<file path="config.mk">
export PLATFORM = sky130hd
export DESIGN_NAME = audio_pwm_dac
export DESIGN_NICKNAME = d
export VERILOG_FILES = /design/src/rtl/audio_pwm_dac.sv
export SDC_FILE = /design/constraint.sdc
export NUM_CORES = 1
export LEC_CHECK = 0
export BUFFER_PORTS_ARGS = -buffer_cell sky130_fd_sc_hd__buf_2
export CORE_MARGIN = 4
export CORE_UTILIZATION = 45
export CTS_BUF_LIST = sky130_fd_sc_hd__clkbuf_8
export DETAILED_ROUTE_END_ITERATION = 10
export HOLD_SLACK_MARGIN = 0.1
export PLACE_DENSITY = 0.65
export SYNTH_ARGS = -nofsm -noshare
export SYNTH_HDL_FRONTEND = slang
export SYNTH_SLANG_ARGS = --single-unit
export TNS_END_PERCENT = 1
</file>
<file path="constraint.sdc">
create_clock -name clk -period 3.15 [get_ports clk]
set_input_delay 0 -clock clk [delete_from_list [all_inputs] [get_ports clk]]
set_output_delay 0 -clock clk [all_outputs]
set_load 0.005 [all_outputs]
</file>
<file path="src/rtl/audio_pwm_dac.sv">
`timescale 1ns/1ps
// audio_pwm_dac: turns 8-bit unsigned audio samples into a 1-bit PWM stream.
// It holds one pending sample, attenuates by a power of two at load time, and
// paces the upstream driver with sample_req. A period boundary that finds no
// pending sample repeats the previous level and is logged as an underrun.
module audio_pwm_dac #(
    parameter int PRESCALE = 1
) (
    input  logic       clk,
    input  logic       rst,
    input  logic       enable,
    input  logic [7:0] sample_in,
    input  logic       sample_valid,
    input  logic [2:0] vol,
    output logic       sample_req,
    output logic       pwm_out,
    output logic       underrun,
    output logic [7:0] underrun_count
);

    localparam int PRE_W = (PRESCALE > 1) ? $clog2(PRESCALE) : 1;
    localparam logic [PRE_W-1:0] PRE_LAST = PRE_W'(PRESCALE - 1);

    logic [PRE_W-1:0]  pre;
    logic [7:0]        cnt;
    logic [7:0]        pending;
    logic              pend_v;
    logic [7:0]        active;
    logic              tick;
    logic              boundary;
    logic signed [8:0] diff;
    logic signed [8:0] shifted;
    logic [7:0]        scaled;

    // A slot ends on the last prescaler cycle; the period ends on the last slot.
    assign tick       = enable && (pre == PRE_LAST);
    assign boundary   = tick && (cnt == 8'hFF);

    // Mid-period request leaves the driver half a period to respond.
    assign sample_req = tick && (cnt == 8'd127);

    // Attenuate around midscale so silence stays at 0x80 for every volume.
    always_comb begin
        diff    = $signed({1'b0, pending}) - 9'sd128;
        shifted = diff >>> vol;
        scaled  = 8'(shifted + 9'sd128);
    end

    // Prescaler and slot counter; both restart from zero whenever stopped.
    always_ff @(posedge clk) begin
        if (rst) begin
            pre <= '0;
            cnt <= '0;
        end else if (!enable) begin
            pre <= '0;
            cnt <= '0;
        end else begin
            if (tick) begin
                pre <= '0;
                cnt <= cnt + 8'd1;
            end else begin
                pre <= pre + 1'b1;
            end
        end
    end

    // One-deep sample buffer; the boundary consumes the old sample before a
    // same-cycle write refills it.
    always_ff @(posedge clk) begin
        if (rst) begin
            pending <= 8'h00;
            pend_v  <= 1'b0;
            active  <= 8'h80;
        end else begin
            if (boundary && pend_v) begin
                active <= scaled;
            end
            if (sample_valid) begin
                pending <= sample_in;
                pend_v  <= 1'b1;
            end else if (boundary && pend_v) begin
                pend_v <= 1'b0;
            end
        end
    end

    // Sticky underrun flag and saturating count, cleared only by reset.
    always_ff @(posedge clk) begin
        if (rst) begin
            underrun       <= 1'b0;
            underrun_count <= 8'h00;
        end else if (boundary && !pend_v) begin
            underrun <= 1'b1;
            if (underrun_count != 8'hFF) begin
                underrun_count <= underrun_count + 8'd1;
            end
        end
    end

    // Registered duty compare, forced low while stopped.
    always_ff @(posedge clk) begin
        if (rst) begin
            pwm_out <= 1'b0;
        end else begin
            pwm_out <= enable && (cnt < active);
        end
    end

endmodule

</file>
==> impl_results.md <==
- Crit path time final: 2.06 ns
- # Post-CTS Setup Buffers: 0
- Post-synth ARST share: 0
- R2R Path Start: cnt[1]$_SDFFE_PP0N_
- # H-tree levels: 2
- PortBufs: 25
- Root buf cell: clkbuf_8
- Fmax: 485 MHz
- Cell area after placement: 0.00200 mm^2
- Antenna violations before repair: 0
- Final Max Slew Viols: 0
- CP Capture Point: underrun_count[4]$_SDFFE_PP0P_
- Top_reg_cell synth: dfxtp_1
- RSZ-0062 raised after global routing: no
- Top-count cell post-synth: dfxtp_1
- TNS Setup: 0 ns
- Die area: 0.00522 mm^2
- All-Layer GR Usage: 0.158
- Antenna fix cells: 0
- Global route overflow: 0
- CTS tree: yes
- Core Footprint: 0.00400 mm^2
- Clock Latency Late Sink: 0.29 ns
- Design area: 0.00220 mm^2
- CP endpoint kind: flip-flop
- Cell depth of the worst flop-to-flop path: 5
- Layout area overhead: 18.7%
- Critical path's largest stage delay: 0.57 ns
- Share of the synthesized area in the top cell type: 0.388
- CP max FO: 13
- Initial Util: 0.464
- Final #Nets: 262
- Clock Power Share: 0.425
- Stages on worst setup path: 5
- Netlist cell types: 39
- First-pass GRT wire length: 6390 um
- Die Height: 72.3 um
- Switching part of the total power: 0.226
- R2R Setup Slk: 1.09 ns
- FF-to-FF End: underrun_count[4]$_SDFFE_PP0P_
- DP HPWL: 2590 um
- Clk buf depth: 2
- Largest net degree at the start of global routing: 26
- MaxCap Viol Count: 0
- CP Buf/Inv Count: 0
- Endpoints failing setup: 0
- Worst Setup Start Kind: flip-flop
- Vias per std cell: 5.41
- Sw power: 215 uW
- Final core utilization: 0.551
- 1st-iter DRT viols: 68
- Leakage Power: 0.000901 uW
- Placed cell count: 272
- Int Pwr: 736 uW
- Share of cells above drive strength 1: 0.167
- Avg Inst Size Synth: 8.98 um^2
- Reg power frac: 0.497
- 1st-pass router iterations: 6
- Yosys warning count: 0
- Final worst-path cycle share: 0.654
- Final hold vios: 0
- TritonCTS buffer count: 5
- Cell count after synthesis: 207
- Crit path required time: 3.38 ns
- Post-route ant nets: 0
- Clk pin slew, worst setup/hold paths: 0.08 ns
- Outcome: finished clean
- Critical path type: reg2reg
- Power per Cell Area: 431 mW/mm^2
- CP top delay family: simple AND/OR/NAND/NOR gates
- Clock sink count: 36
- Final Skew: 0.0106 ns
- WL/cell: 13.1 um
- Hold-fix buffers at CTS: 9
- Total power: 951 uW
- Critical Path Start: cnt[1]$_SDFFE_PP0N_
- Post-Syn Nets: 231
- GP Congestion: 0.841
- Top post-synthesis cells by area: dfxtp_1 (39%), ha_1 (6.1%), mux2i_1 (5.9%)
- Post-Syn Area: 0.00186 mm^2
- Routed WL: 3790 um
- Comb pwr share: 0.077
- Crit-path cells: ha_1 -> nand4b_4 -> or4_4 -> or4_1 -> a21oi_1
- Vias in the first global route: 1423
- FP Rows: 23
- Post-synth top area cell: dfxtp_1
- CP max stage cell: or4_4
- Die Span X: 72.3 um
- Post-CTS Resized: 0
- DRC: 0
- Number of flops mapped to enable cells by yosys: 0
- VDD IR max: 243 uV
- Relative slew slack: 0.513
- Synth cell count leaders: dfxtp_1 (36), nor2_1 (25), a21oi_1 (13)
- Final cell count without fillers: 289
- Yosys reg bits: 36
- Seq/Total Area, Yosys: 0.388
- DR vias: 1564
- HP Class: in2reg
- CP arrival: 2.29 ns
- Worst-Margin Slew: 0.723 ns
- Num ports: 26
## registers in the layout, indices dropped and copies added (netlist names)
signal / cells
pwm_out: 1
pending: 8
underrun_count: 8
active: 8
underrun: 1
pre: 1
cnt: 8
pend_v: 1
## worst min-delay path: cells and delay by family
family | cells | cell delay [ns]
buffers and inverters | 1 | 0.19
AOI/OAI and AO/OA | 1 | 0.15
and+or+nand+nor | 1 | 0.04
## power groups by stage
stage                     clock (uW)  combinational [uW]  sequential, uW
after floorplan                    0                46.3             481
after global placement             0                63.7             483
after detailed placement           0                64.4             484
after CTS                        423                73.1             473
after global routing             444                81.6             474
final                            405                73.3             473
## cell type report
type / instances / area, um^2
Sequential cell: 36 / 721
Clock inverter: 3 / 42.5
Multi-Input combinational cell: 150 / 1050
Timing Repair Buffer: 34 / 215
Tap cell: 50 / 62.6
Fill cell: 373 / 1800
Clock buffer: 5 / 68.8
Inverter: 11 / 41.3
## worst min path at each step
| stage | from | to | slack, ns | depth (start not counted) |
|---|---|---|---|---|
| 2_1_floorplan | enable | sample_req | 0.11 | 2 |
| 6_report | sample_valid | pend_v$_SDFFE_PP0P_ | 0.13 | 3 |
| 3_3_place_gp | sample_in[1] | pending[1]$_SDFFE_PP0P_ | 0.23 | 3 |
| 3_5_place_dp | sample_in[5] | pending[5]$_SDFFE_PP0P_ | 0.24 | 3 |
| 5_1_grt | sample_valid | pend_v$_SDFFE_PP0P_ | 0.14 | 3 |
| 4_1_cts | sample_valid | pend_v$_SDFFE_PP0P_ | 0.11 | 3 |
## layer usage
layer | share of wire | wire length [um] | track usage | vias up
met2 | 0.48 | 1830 | 0.258 | 26
met5 | 0 | 0 | 0 | -
met3 | 0.042 | 161 | 0.0457 | 5
met4 | 0.016 | 60 | 0.0626 | 0
met1 | 0.46 | 1740 | 0.195 | 717
li1 | - | - | - | 816
## stage by stage
step / setup WS [ns] / hold slack [ns]
2_1_floorplan: 1.28 / 0.115
3_3_place_gp: 1.14 / 0.232
3_5_place_dp: 1.10 / 0.242
4_1_cts: 1.09 / 0.115
5_1_grt: 0.985 / 0.144
6_report: 1.09 / 0.130
## cell families after synthesis
logic type | synth area share
AO/OA/AOI/OAI | 0.143
XOR/XNOR | 0.0283
adder cells (fa/ha/maj) | 0.0606
buffers and inverters | 0.0451
flip-flops | 0.388
multiplexers | 0.108
other | 0.00202
AND/OR/NAND/NOR | 0.226
## cells in the final DEF, fill, tap and decap left out, types with 4 or more instances in the layout
cell type	synthesis	final
dfxtp_1	36	36
nor2_1	25	25
buf_2	1	25
a21oi_1	13	13
nand2_1	12	12
inv_1	11	11
mux2i_1	11	11
nor3_1	9	9
ha_1	9	9
dlygate4sd3_1	0	9
nand3_1	6	6
o31ai_1	5	5
clkbuf_8	0	5
and4_1	4	4
o21ai_0	4	4
o211ai_1	4	4
a311oi_1	4	4
Note: power is estimated with default switching activity, not from simulation.
